## src/rtl/mips_mem_pkg.sv

```systemverilog
// Shared types and defaults for the mips_32 unified-memory boot sequencer/arbiter.
package mips_mem_pkg;

  localparam int unsigned AW_DEF         = 10;
  localparam int unsigned DW_DEF         = 32;
  localparam int unsigned MAX_STARVE_DEF = 3;

  // Grant vector bit positions
  localparam int unsigned GNT_IF = 0;
  localparam int unsigned GNT_D  = 1;

  typedef enum logic [1:0] {
    ST_BOOT = 2'd0,
    ST_RUN  = 2'd1,
    ST_HALT = 2'd2
  } state_t;

  typedef enum logic [1:0] {
    OWN_NONE = 2'd0,
    OWN_IF   = 2'd1,
    OWN_D    = 2'd2
  } owner_t;

endpackage

```

## src/rtl/mips_mem_sched_if.sv

```systemverilog
// Loader, fetch, data, core-control and memory-side signals of mips_mem_sched.
interface mips_mem_sched_if #(
  parameter int unsigned AW = 10,
  parameter int unsigned DW = 32
);
  logic          ld_start;
  logic          ld_valid;
  logic [AW-1:0] ld_addr;
  logic [DW-1:0] ld_wdata;
  logic          ld_ready;
  logic          ld_done;

  logic          if_req;
  logic [AW-1:0] if_addr;
  logic          if_gnt;
  logic          if_rvalid;
  logic [DW-1:0] if_rdata;

  logic          d_req;
  logic          d_we;
  logic [AW-1:0] d_addr;
  logic [DW-1:0] d_wdata;
  logic          d_gnt;
  logic          d_rvalid;
  logic [DW-1:0] d_rdata;

  logic          core_halted;
  logic          core_stall;
  logic          core_start;

  logic          mem_en;
  logic          mem_we;
  logic [AW-1:0] mem_addr;
  logic [DW-1:0] mem_wdata;
  logic [DW-1:0] mem_rdata;

  logic [1:0]    state;

  modport slave (
    input  ld_start, ld_valid, ld_addr, ld_wdata, ld_done,
    output ld_ready,
    input  if_req, if_addr,
    output if_gnt, if_rvalid, if_rdata,
    input  d_req, d_we, d_addr, d_wdata,
    output d_gnt, d_rvalid, d_rdata,
    input  core_halted,
    output core_stall, core_start,
    output mem_en, mem_we, mem_addr, mem_wdata,
    input  mem_rdata,
    output state
  );

  modport master (
    output ld_start, ld_valid, ld_addr, ld_wdata, ld_done,
    input  ld_ready,
    output if_req, if_addr,
    input  if_gnt, if_rvalid, if_rdata,
    output d_req, d_we, d_addr, d_wdata,
    input  d_gnt, d_rvalid, d_rdata,
    output core_halted,
    input  core_stall, core_start,
    input  mem_en, mem_we, mem_addr, mem_wdata,
    output mem_rdata,
    input  state
  );
endinterface

```

## src/rtl/mips_mem_prio_arb.sv

```systemverilog
// Two-way arbiter: data wins conflicts unless fetch has lost MAX_STARVE in a row.
module mips_mem_prio_arb
  import mips_mem_pkg::*;
#(
  parameter int unsigned MAX_STARVE = MAX_STARVE_DEF
) (
  input  logic       clk1,
  input  logic       rst_n,
  input  logic       enable,
  input  logic       if_req,
  input  logic       d_req,
  output logic [1:0] gnt
);

  localparam int unsigned CW = (MAX_STARVE < 1) ? 1 : $clog2(MAX_STARVE + 1);
  localparam logic [CW-1:0] CMAX = CW'(MAX_STARVE);

  logic [CW-1:0] starve_cnt;
  logic          conflict;
  logic          if_win;

  always_comb begin
    conflict    = enable & if_req & d_req;
    if_win      = enable & if_req & (~d_req | (starve_cnt == CMAX));
    gnt         = '0;
    gnt[GNT_IF] = if_win;
    gnt[GNT_D]  = enable & d_req & ~if_win;
  end

  always_ff @(posedge clk1 or negedge rst_n) begin
    if (!rst_n) begin
      starve_cnt <= '0;
    end else if (if_win) begin
      starve_cnt <= '0;
    end else if (conflict && (starve_cnt != CMAX)) begin
      starve_cnt <= starve_cnt + CW'(1);
    end
  end

endmodule

```

## src/rtl/mips_mem_sched.sv

```systemverilog
// Boot sequencer and IF/MEM arbiter for the single-ported unified memory of mips_32.
module mips_mem_sched
  import mips_mem_pkg::*;
#(
  parameter int unsigned AW         = AW_DEF,
  parameter int unsigned DW         = DW_DEF,
  parameter int unsigned MAX_STARVE = MAX_STARVE_DEF
) (
  input  logic             clk1,
  input  logic             rst_n,
  mips_mem_sched_if.slave  bus
);

  state_t     st;
  owner_t     owner;
  logic       core_start_q;
  logic       boot, run, halt;
  logic       ld_acc;
  logic [1:0] gnt;

  assign boot = (st == ST_BOOT);
  assign run  = (st == ST_RUN);
  assign halt = (st == ST_HALT);

  // Fetch is only offered to the arbiter in RUN; in HALT data alone competes.
  mips_mem_prio_arb #(.MAX_STARVE(MAX_STARVE)) u_arb (
    .clk1   (clk1),
    .rst_n  (rst_n),
    .enable (run | halt),
    .if_req (bus.if_req & run),
    .d_req  (bus.d_req),
    .gnt    (gnt)
  );

  always_comb begin
    ld_acc         = boot & bus.ld_valid;
    bus.ld_ready   = ld_acc;
    bus.if_gnt     = gnt[GNT_IF];
    bus.d_gnt      = gnt[GNT_D];
    bus.core_stall = run ? (bus.if_req & ~gnt[GNT_IF]) : 1'b1;
    bus.core_start = core_start_q;
    bus.state      = st;

    bus.mem_en    = 1'b0;
    bus.mem_we    = 1'b0;
    bus.mem_addr  = '0;
    bus.mem_wdata = '0;
    if (ld_acc) begin
      bus.mem_en    = 1'b1;
      bus.mem_we    = 1'b1;
      bus.mem_addr  = bus.ld_addr;
      bus.mem_wdata = bus.ld_wdata;
    end else if (gnt[GNT_IF]) begin
      bus.mem_en   = 1'b1;
      bus.mem_addr = bus.if_addr;
    end else if (gnt[GNT_D]) begin
      bus.mem_en    = 1'b1;
      bus.mem_we    = bus.d_we;
      bus.mem_addr  = bus.d_addr;
      bus.mem_wdata = bus.d_wdata;
    end
  end

  always_ff @(posedge clk1 or negedge rst_n) begin
    if (!rst_n) begin
      st           <= ST_BOOT;
      core_start_q <= 1'b0;
      owner        <= OWN_NONE;
    end else begin
      core_start_q <= 1'b0;
      case (st)
        ST_BOOT: if (bus.ld_done) begin
          st           <= ST_RUN;
          core_start_q <= 1'b1;
        end
        ST_RUN:  if (bus.core_halted) st <= ST_HALT;
        ST_HALT: if (bus.ld_start)    st <= ST_BOOT;
        default: st <= ST_BOOT;
      endcase

      if (gnt[GNT_IF])                     owner <= OWN_IF;
      else if (gnt[GNT_D] && !bus.d_we)    owner <= OWN_D;
      else                                 owner <= OWN_NONE;
    end
  end

  // mem_rdata is valid the cycle after the read, so the tag gates it directly.
  always_comb begin
    bus.if_rvalid = (owner == OWN_IF);
    bus.d_rvalid  = (owner == OWN_D);
    bus.if_rdata  = bus.if_rvalid ? bus.mem_rdata : '0;
    bus.d_rdata   = bus.d_rvalid  ? bus.mem_rdata : '0;
  end

endmodule

```

## src/flat_wrapper.sv

```systemverilog
// flat-port wrapper written by rule: the top's interface ports become plain ports
module mips_mem_sched_flat import mips_mem_pkg::*;
#(
  parameter int unsigned AW         = AW_DEF,
  parameter int unsigned DW         = DW_DEF,
  parameter int unsigned MAX_STARVE = MAX_STARVE_DEF
)
  (clk1, rst_n, bus_ld_start, bus_ld_valid, bus_ld_addr, bus_ld_wdata, bus_ld_done, bus_ld_ready, bus_if_req, bus_if_addr, bus_if_gnt, bus_if_rvalid, bus_if_rdata, bus_d_req, bus_d_we, bus_d_addr, bus_d_wdata, bus_d_gnt, bus_d_rvalid, bus_d_rdata, bus_core_halted, bus_core_stall, bus_core_start, bus_mem_en, bus_mem_we, bus_mem_addr, bus_mem_wdata, bus_mem_rdata, bus_state);
  mips_mem_sched_if #(.AW(AW), .DW(DW)) bus_i ();
  input  logic clk1;
  input  logic rst_n;
  input wire logic [$bits(bus_i.ld_start)-1:0] bus_ld_start;
  input wire logic [$bits(bus_i.ld_valid)-1:0] bus_ld_valid;
  input wire logic [$bits(bus_i.ld_addr)-1:0] bus_ld_addr;
  input wire logic [$bits(bus_i.ld_wdata)-1:0] bus_ld_wdata;
  input wire logic [$bits(bus_i.ld_done)-1:0] bus_ld_done;
  output wire logic [$bits(bus_i.ld_ready)-1:0] bus_ld_ready;
  input wire logic [$bits(bus_i.if_req)-1:0] bus_if_req;
  input wire logic [$bits(bus_i.if_addr)-1:0] bus_if_addr;
  output wire logic [$bits(bus_i.if_gnt)-1:0] bus_if_gnt;
  output wire logic [$bits(bus_i.if_rvalid)-1:0] bus_if_rvalid;
  output wire logic [$bits(bus_i.if_rdata)-1:0] bus_if_rdata;
  input wire logic [$bits(bus_i.d_req)-1:0] bus_d_req;
  input wire logic [$bits(bus_i.d_we)-1:0] bus_d_we;
  input wire logic [$bits(bus_i.d_addr)-1:0] bus_d_addr;
  input wire logic [$bits(bus_i.d_wdata)-1:0] bus_d_wdata;
  output wire logic [$bits(bus_i.d_gnt)-1:0] bus_d_gnt;
  output wire logic [$bits(bus_i.d_rvalid)-1:0] bus_d_rvalid;
  output wire logic [$bits(bus_i.d_rdata)-1:0] bus_d_rdata;
  input wire logic [$bits(bus_i.core_halted)-1:0] bus_core_halted;
  output wire logic [$bits(bus_i.core_stall)-1:0] bus_core_stall;
  output wire logic [$bits(bus_i.core_start)-1:0] bus_core_start;
  output wire logic [$bits(bus_i.mem_en)-1:0] bus_mem_en;
  output wire logic [$bits(bus_i.mem_we)-1:0] bus_mem_we;
  output wire logic [$bits(bus_i.mem_addr)-1:0] bus_mem_addr;
  output wire logic [$bits(bus_i.mem_wdata)-1:0] bus_mem_wdata;
  input wire logic [$bits(bus_i.mem_rdata)-1:0] bus_mem_rdata;
  output wire logic [$bits(bus_i.state)-1:0] bus_state;
  assign bus_i.ld_start = bus_ld_start;
  assign bus_i.ld_valid = bus_ld_valid;
  assign bus_i.ld_addr = bus_ld_addr;
  assign bus_i.ld_wdata = bus_ld_wdata;
  assign bus_i.ld_done = bus_ld_done;
  assign bus_ld_ready = bus_i.ld_ready;
  assign bus_i.if_req = bus_if_req;
  assign bus_i.if_addr = bus_if_addr;
  assign bus_if_gnt = bus_i.if_gnt;
  assign bus_if_rvalid = bus_i.if_rvalid;
  assign bus_if_rdata = bus_i.if_rdata;
  assign bus_i.d_req = bus_d_req;
  assign bus_i.d_we = bus_d_we;
  assign bus_i.d_addr = bus_d_addr;
  assign bus_i.d_wdata = bus_d_wdata;
  assign bus_d_gnt = bus_i.d_gnt;
  assign bus_d_rvalid = bus_i.d_rvalid;
  assign bus_d_rdata = bus_i.d_rdata;
  assign bus_i.core_halted = bus_core_halted;
  assign bus_core_stall = bus_i.core_stall;
  assign bus_core_start = bus_i.core_start;
  assign bus_mem_en = bus_i.mem_en;
  assign bus_mem_we = bus_i.mem_we;
  assign bus_mem_addr = bus_i.mem_addr;
  assign bus_mem_wdata = bus_i.mem_wdata;
  assign bus_i.mem_rdata = bus_mem_rdata;
  assign bus_state = bus_i.state;
  mips_mem_sched #(.AW(AW), .DW(DW), .MAX_STARVE(MAX_STARVE)) u_core (.clk1(clk1), .rst_n(rst_n), .bus(bus_i));
endmodule
```

## config.mk

```make
export PLATFORM = sky130hd
export DESIGN_NAME = mips_mem_sched_flat
export DESIGN_NICKNAME = d
export VERILOG_FILES = /design/src/rtl/mips_mem_pkg.sv /design/src/rtl/mips_mem_sched_if.sv /design/src/rtl/mips_mem_prio_arb.sv /design/src/rtl/mips_mem_sched.sv /design/src/flat_wrapper.sv
export SDC_FILE = /design/constraint.sdc
export NUM_CORES = 1
export LEC_CHECK = 0
export BUFFER_PORTS_ARGS = -buffer_cell sky130_fd_sc_hd__buf_4
export CORE_AREA = 2 2 98 100
export CTS_BUF_LIST = sky130_fd_sc_hd__clkbuf_8
export CTS_CLUSTER_DIAMETER = 30
export DETAILED_ROUTE_END_ITERATION = 12
export DIE_AREA = 0 0 100 102
export PLACE_DENSITY = 0.63
export SYNTH_ARGS = -nofsm -noshare
export SYNTH_HDL_FRONTEND = slang
export SYNTH_SLANG_ARGS = --single-unit
```

## constraint.sdc

```tcl
create_clock -name clk1 -period 3.15 [get_ports clk1]
set_input_delay 0.4725 -clock clk1 [delete_from_list [all_inputs] [get_ports clk1]]
set_output_delay 0.4725 -clock clk1 [all_outputs]
set_load 0.01 [all_outputs]
```

==> reports/metrics.cfg, run 1 <==
[run_status]
status = finished, final reports clean

[timing]
relSlewSlack_pct = 66.0
fmaxAchievable_mhz = 387
fin_skew_ns = 0.00253
drv_slew = 0
finalHoldWorstSlack_ns = 0.0491
setup_viol = 0
period_needed_ns = 2.59
finalHoldViolCount = 0
grt_setup_unrepaired = no
setup_ws_ns = 0.563
tightestPinTransition_ns = 0.510
period_share_pct = 82.1
tns_ns = 0

[placement]
dp_cells = 610
pre_cts_ws_ns = 0.795
placed_area_sq_mm = 0.00351
dp_hpwl_um = 7330
numPortBuffers = 251
gp_congestion = 0.848

[logic_synthesis]
synth_edf_count = 0
synthArstFlopShare_pct = 100
yosysTopAreaCell = and2_1
avgSynthCellArea_sq_um = 5.81
syn_nets = 404
ys_seq_area_share_pct = 11.5
yosysMostFrequentCell = nand2_1
synth-main-ff-cell = dfrtp_1
synth_warnings = 0
synthTopCellsByArea = and2_1 (26%), nand2_1 (21%), dfrtp_1 (11%)
synthDistinctLibCells = 26
syn_inst = 263
syn_area_sq_mm = 0.00153
ys_seq_elements = 7
synth_commonest_cells = nand2_1 (87), and2_1 (64), o21ai_0 (31), clkbuf_1 (14)
synth_top_area_share_pct = 26.2

[cts]
cts_max_path_buffers = 2
cts_hold_buf = 0
cts_max_level = 1
clock_sinks = 7
cts_made_buffers = 3
cts_tree = done
cts_setup_buffers = 0
cts_root_buf = clkbuf_8
path_clk_slew_ns = 0.04
worst_skew_pair.late_latency_ns = 0.23
cts_resized = 0

[grt]
grt_pass1_wl_um = 12200
grt.total_usage_pct = 15.0
grt_pass1_vias = 2488
grt_max_degree = 45
antenna_found_initial = 2
overflow = 0

[drt]
drtPass1Iterations = 4
vias_per_cell = 4.29
drt_iter0_drc = 92
ant_nets = 0
drc_errors = 0
wirelength_um = 8470
via_count = 2641
routedWlPerCell_um = 13.8

[floorplanning]
die_w_um = 100
core-area_sq_mm = 0.00911
die-area_sq_mm = 0.0102
std_cell_rows = 35
io_pins = 252
die_h_um = 102
initial_core_util_pct = 16.8

[critical_path]
cpLargestDelayFamily = compound AO/OA/AOI/OAI gates
path_cells = inv_1 -> ha_1 -> and2_4 -> a21o_4 -> inv_1 -> a21o_1 -> buf_4
critPathKind = register to primary output
slowest_delay_ns = 0.40
rr_worst_depth = 4
path_max_fanout = 44
cp_num_buf_inv = 3
rrSetupSlack_ns = 1.39
r2r_start = u_core.bus.state[0]
worstPathArrival_ns = 2.11
crit_required_ns = 2.68
end_kind = primary output
critPathLaunchType = register
cpMostUsedCell = inv_1
reg2reg_to = u_core.bus.state[1]
cp_slowest_cell = dfrtp_1

[min_path]
hold_path.class = input pin to async pin

[finish]
fin_area_sq_mm = 0.00356
drive_above_1_share_pct = 53.3
regArea_sq_um = 175
multi_input_area_sq_mm = 0.00123
stdcell_count = 615
area_growth_pct = 133
fill_cells = 959
fin_nets = 645
final_core_util_pct = 39.1

[power]
p_leak_nw = 2.02
powerDensity_mw_per_mm2 = 524
p_total_mw = 1.87
vdd_drop_max_v = 0.000195

[run]
cap_violations = 0

[cells by family after synthesis]
family	synth area share [%]
AO/OA/AOI/OAI	18.4
buffers and inverters	7.86
adder cells (fa/ha/maj)	4.91
AND/OR/NAND/NOR	55.2
flip-flops	11.5
multiplexers	2.21
[metal layers]
metal | share of wire, % | global-route usage, % | vias up
met2 | 55 | 30.5 | 156
met4 | 1.0 | 3.27 | 2
li1 | - | - | 1329
met1 | 33 | 15.2 | 1146
met3 | 11 | 4.10 | 8
met5 | 0.14 | 0 | -
[layout by cell type, fill, tap and decap left out, drive strengths merged]
| cell type | synthesis | layout |
|---|---|---|
| nand2 | 88 | 88 |
| inv | 9 | 10 |
| nand3 | 1 | 1 |
| nand4 | 10 | 10 |
| clkbuf | 16 | 3 |
| mux2 | 3 | 3 |
| diode | 0 | 1 |
| a22o | 1 | 1 |
| nor2 | 2 | 2 |
| nor2b | 2 | 2 |
| dfrtp | 7 | 7 |
| a21o | 2 | 2 |
| ha | 6 | 6 |
| and2 | 66 | 66 |
| a222oi | 1 | 1 |
| buf | 5 | 257 |
| o211ai | 10 | 10 |
| nand2b | 1 | 1 |
| o21ai | 33 | 33 |
[worst register-to-register path, cell delays in order (launching register included)]
cell and delay, ns:
dfrtp_1 0.41, inv_1 0.10, ha_1 0.25, a222oi_1 0.48, mux2_2 0.39
[area by class of cell]
class / instances / area share [%]
timing repair buffer: 257 / 54.2
multi-input combinational: 226 / 34.7
sequential: 7 / 4.92
tap: 111 / 3.90
clock buffer: 3 / 1.16
inverter: 9 / 0.949
clock inverter: 1 / 0.105
antenna: 1 / 0.0703
[registers in the layout, summed over array words and instances (netlist names)]
signal	flops
u_core.u_arb.starve_cnt	2
u_core.bus.state	2
u_core.bus.core_start	1
u_core.owner	2
[worst max path at each step]
stage	from	endpoint	slack, ns	depth (start not counted)
after floorplan	u_core.bus.state[1]	bus_mem_wdata[0]	1.13	6
after global placement	u_core.bus.state[1]	bus_mem_we	0.88	7
after detailed placement	u_core.bus.state[1]	bus_mem_we	0.79	7
after CTS	u_core.bus.state[1]	bus_mem_we	0.54	7
after global routing	u_core.bus.state[1]	bus_mem_we	0.37	7
final	u_core.bus.state[1]	bus_mem_we	0.56	7
[power breakdown]
| group | switching, mW | total, mW | internal [mW] |
|---|---|---|---|
| Clock | 0.0388 | 0.123 | 0.0842 |
| Sequential | 0.0246 | 0.147 | 0.122 |
| Combinational | 0.815 | 1.60 | 0.780 |
| Total | 0.878 | 1.87 | 0.987 |
No activity file was read; power rests on OpenSTA's default activity.
==> inputs of run 2 (changes only) <==
Settings changed: PLACE_DENSITY 0.63 to 0.65.
Clock period 3.15 ns to 2.1 ns, I/O delays scaled along.
==> run 2 against run 1 <==
Compared with the run above:
- sequential share of layout area fell by 0.33 points
- register-to-register slack got worse by 1.1 ns
- critical endpoint is now bus_mem_wdata[28]
- critical path depth decreased by 1
- highest routed layer is now met4
- worst setup slack worse by 0.53 ns
- die area unchanged
- total power increased by 77%
- sequential power grew 51%
- global-route usage increased by 1.7 points
==> reports/metrics.cfg, run 2 (synthesis gave the netlist of run 1 again) <==
[run_status]
status = finished, final reports clean

[critical_path]
rr_worst_depth = 5
crit_required_ns = 1.78
path_max_fanout = 11
critPathLaunchType = register
critPathKind = register to primary output
end_kind = primary output
worstPathArrival_ns = 1.75

[floorplanning]
io_pins = 252
core-area_sq_mm = 0.00911
die-area_sq_mm = 0.0102
die_w_um = 100
initial_core_util_pct = 16.8
die_h_um = 102
std_cell_rows = 35

[finish]
num_antenna_cells = 0
fin_area_sq_mm = 0.00381
final_common_cell = buf_4
fill_cells = 934
fin_nets = 662
regArea_sq_um = 175
drive_above_1_share_pct = 56.0
multi_input_area_sq_mm = 0.00136
final_cell_mix = buf_4 (261), nand2_1 (86), and2_1 (64)
area_growth_pct = 150
stdcell_count = 631

[cts]
clock_sinks = 7
cts_tree = done
cts_made_buffers = 3
worst_skew_pair.late_latency_ns = 0.24
cts_max_level = 1
path_clk_slew_ns = 0.04
cts_max_path_buffers = 2
cts_root_buf = clkbuf_8

[drt]
via_count = 2822
routedWlPerCell_um = 15.0
wirelength_um = 9470
drt_iter0_drc = 68
drc_errors = 0
vias_per_cell = 4.47
drtPass1Iterations = 4
ant_nets = 0

[grt]
grt.total_usage_pct = 16.8
grt_max_degree = 34
overflow = 0
grt_pass1_vias = 2624
grt_pass1_wl_um = 13500
antenna_found_initial = 0

[power]
netSwitchingFraction_pct = 46.7
p_sw_mw = 1.54
power_frac_seq_pct = 6.7
p_leak_nw = 2.13
powerDensity_mw_per_mm2 = 864
internal_power_mw = 1.76
comb_power_share_pct = 87.4
clkPwrFrac_pct = 5.8
vdd_drop_max_v = 0.000394

[timing]
setup_ws_ns = 0.0369
setup_viol = 0
drv_slew = 0
tightestPinTransition_ns = 0.506
grt_setup_unrepaired = yes
finalHoldViolCount = 0
fin_skew_ns = 0.00655
period_needed_ns = 2.06
period_share_pct = 98.2
relSlewSlack_pct = 66.3
fmaxAchievable_mhz = 485

[placement]
gp_congestion = 0.841
dp_cells = 613
dp_hpwl_um = 7090
placed_area_sq_mm = 0.00356
numPortBuffers = 251
pre_cts_ws_ns = -0.00889

[run]
cap_violations = 0

[min_path]
hold_path.class = input pin to register
whs_path_depth = 2

## run 2: changes by cell type in the layout (fill, tap and decap cells not counted), sizes merged
| cell | change |
|---|---|
| diode | -1 |
| buf | +10 |
| a21o | +6 |
| dlygate4sd3 | +1 |
## run 2: worst paths after layout
kind / startpoint / endpoint / slack [ns]
setup / recovery: u_core.bus.state[0] / bus_mem_wdata[28] / 0.04
hold / removal: bus_d_we / u_core.owner[1] / 0.28
setup reg to reg: u_core.bus.state[0] / u_core.bus.state[0] / 0.26
hold reg to reg: u_core.u_arb.starve_cnt[1] / u_core.u_arb.starve_cnt[1] / 0.56
max in group asynchronous: rst_n / u_core.u_arb.starve_cnt[0] / 1.54
min in group asynchronous: rst_n / u_core.owner[0] / 0.43
## run 2: cell type report
| type | count | share of cell area (%) |
|---|---|---|
| timing repair buffer | 268 | 54.1 |
| multi-input combinational | 232 | 35.7 |
| clock inverter | 1 | 0.0984 |
| inverter | 9 | 0.886 |
| clock buffer | 3 | 1.08 |
| sequential | 7 | 4.59 |
| tap | 111 | 3.64 |
## run 2: repair_timing
item,CTS,global route
pin swaps,2,9
gates resized for setup,13,18
endpoints found under the hold margin,7,0
endpoints found under the setup margin,44,42
buffers inserted,2,5
hold buffers,1,0
gates cloned,5,1
## run 2: through the flow
stage          hold WS [ns]  power [mW]  setup TNS (ns)  utilization, %
6_report              0.279        3.29               0            41.9
5_1_grt               0.272        3.57          -0.224            41.9
4_1_cts               0.265        3.13               0            40.8
3_5_place_dp          0.134        2.69        -0.00889            39.1
3_3_place_gp          0.132        2.64               0            39.1
2_1_floorplan        0.0194        1.40               0               -
## run 2: worst max-delay path, stage by stage (launching register included)
cell	delay (ns)
dfrtp_1	0.41
buf_6	0.14
ha_4	0.15
and2_4	0.18
a21o_4	0.29
o21ai_0	0.18
buf_4	0.15
## run 2: power by group through the flow
stage	combinational (mW)	sequential, mW	clock (mW)
3_3_place_gp	2.43	0.215	0
5_1_grt	3.13	0.226	0.209
2_1_floorplan	1.17	0.225	0
4_1_cts	2.73	0.211	0.193
6_report	2.88	0.222	0.192
3_5_place_dp	2.47	0.221	0
## run 2: routing by layer
metal  vias up  part of all wire [%]  global-route usage [%]  wire [um]
met1      1277                    38                    18.9       3560
met4         0                  0.41                    2.21         39
li1       1376                     -                       -          -
met3         4                   7.4                    2.53        697
met5         -                     0                       0          0
met2       165                    55                    33.9       5180
==> inputs of run 3 (changes only) <==
Settings changed: PLACE_DENSITY 0.65 to not set.
==> run 3 against run 2 <==
Compared with the run above:
- clock power about the same
- sequential share of layout area unchanged
- die area unchanged
- critical endpoint is now bus_mem_wdata[14]
- largest cell class unchanged
- largest power group unchanged
==> reports/metrics.cfg, run 3 (synthesis gave the netlist of run 1 again) <==
[timing]
period_share_pct = 99.0
relSlewSlack_pct = 71.3
tightestPinTransition_ns = 0.431
fmaxAchievable_mhz = 481
finalHoldViolCount = 0
grt_setup_unrepaired = yes
setup_ws_ns = 0.0217
period_needed_ns = 2.08
fin_skew_ns = 0.00311
setup_viol = 0
drv_slew = 0

[power]
power_frac_seq_pct = 6.3
clkPwrFrac_pct = 5.9
p_total_mw = 3.30
comb_power_share_pct = 87.8
p_sw_mw = 1.54
netSwitchingFraction_pct = 46.7
internal_power_mw = 1.76
p_leak_nw = 2.13
vdd_drop_max_v = 0.000340
powerDensity_mw_per_mm2 = 866

[floorplanning]
io_pins = 252
initial_core_util_pct = 16.8
core-area_sq_mm = 0.00911
die_h_um = 102
std_cell_rows = 35
die-area_sq_mm = 0.0102
die_w_um = 100

[grt]
overflow = 0
grt_pass1_wl_um = 13600
grt.met2_usage_pct = 34.4
grt_max_degree = 34
antenna_found_initial = 0
grt.total_usage_pct = 17.1
use_met3_pct = 3.63
grt_pass1_vias = 2621
busiest_layer = met2
met1_usage_pct = 17.4

[critical_path]
critPathKind = register to primary output
r2r_start = u_core.bus.state[0]
rr_worst_depth = 5
slowest_delay_ns = 0.39
cp_slowest_cell = dfrtp_1
worstPathArrival_ns = 1.76
critPathLaunchType = register
cpMostUsedCell = buf_4
path_cells = buf_4 -> ha_2 -> and2_4 -> a21o_4 -> o21ai_1 -> buf_4
startpoint = u_core.bus.state[0]
end_kind = primary output
crit_required_ns = 1.78
rrSetupSlack_ns = 0.32
path_max_fanout = 7

[finish]
regArea_sq_um = 175
drive_above_1_share_pct = 56.3
final_cell_mix = buf_4 (259), nand2_1 (86), and2_1 (64)
fin_nets = 659
fill_cells = 908
area_growth_pct = 150
stdcell_count = 628
final_common_cell = buf_4
multi_input_area_sq_mm = 0.00135
num_antenna_cells = 0

[cts]
cts_tree = done
clock_sinks = 7
cts_root_buf = clkbuf_8
worst_skew_pair.late_latency_ns = 0.23
cts_max_path_buffers = 2
cts_made_buffers = 3
path_clk_slew_ns = 0.04
cts_max_level = 1

[placement]
dp_cells = 612
pre_cts_ws_ns = 0.0302
dp_hpwl_um = 7170
gp_congestion = 0.838
numPortBuffers = 251

[drt]
drc_errors = 0
wirelength_um = 9550
ant_nets = 0
drt_iter0_drc = 97
via_count = 2759
drtPass1Iterations = 4
vias_per_cell = 4.39
routedWlPerCell_um = 15.2

[min_path]
whs_path_depth = 2
min_from = bus_d_we
hold_path.class = input pin to register

[run]
cap_violations = 0

[run_status]
status = finished, final reports clean

run 3: through the flow:
stage | hold WS (ns) | utilization (%) | TNS, ns | instance area, sq um
after global placement | 0.134 | 39.0 | 0 | 3550
after detailed placement | 0.137 | 39.0 | 0 | 3550
after global routing | 0.281 | 41.9 | -0.103 | 3810
final | 0.273 | 41.9 | 0 | 3810
after floorplan | 0.0194 | - | 0 | 1530
after CTS | 0.270 | 41.2 | -0.000416 | 3750
run 3: routing by layer:
| layer | up-vias | wire length (um) |
|---|---|---|
| met1 | 1209 | 3390 |
| met3 | 11 | 839 |
| met5 | - | 0 |
| met2 | 172 | 5100 |
| li1 | 1367 | - |
| met4 | 0 | 217 |
run 3: timing repair:
| action | 4_1_cts | 5_1_grt |
|---|---|---|
| endpoints found under the setup margin | 44 | 43 |
| gates resized for setup | 20 | 25 |
| buffers inserted | 3 | 2 |
| pin swaps | 2 | 5 |
| endpoints found under the hold margin | 7 | 0 |
| gates cloned | 5 | 1 |
| hold buffers | 1 | 0 |
run 3: area by class of cell:
cell class	instances	share of cell area, %
sequential	7	4.59
tap	111	3.64
clock inverter	1	0.0984
multi-input combinational	231	35.4
timing repair buffer	266	54.3
clock buffer	3	1.08
inverter	9	0.886
run 3: power by group through the flow:
stage	Combinational, mW	Clock, mW	Sequential [mW]
after floorplan	1.17	0	0.225
after global placement	2.46	0	0.214
after CTS	2.80	0.201	0.213
final	2.90	0.194	0.210
after global routing	3.14	0.209	0.215
after detailed placement	2.47	0	0.219
run 3: path summary, 6_finish.rpt:
check / to
min in group asynchronous: u_core.u_arb.starve_cnt[1]
max in group asynchronous: u_core.bus.state[1]
worst min register to register: u_core.u_arb.starve_cnt[1]
worst min-delay path: u_core.owner[1]
worst max-delay path: bus_mem_wdata[14]
worst max register to register: u_core.bus.state[0]
run 3: worst max-delay path, delay by kind of cell, from the launching register on:
family,cells,cell delay [ns]
AOI/OAI and AO/OA,2,0.48
adders and majority gates,1,0.17
and+or+nand+nor,1,0.18
DFF,1,0.39
buffers and inverters,2,0.32
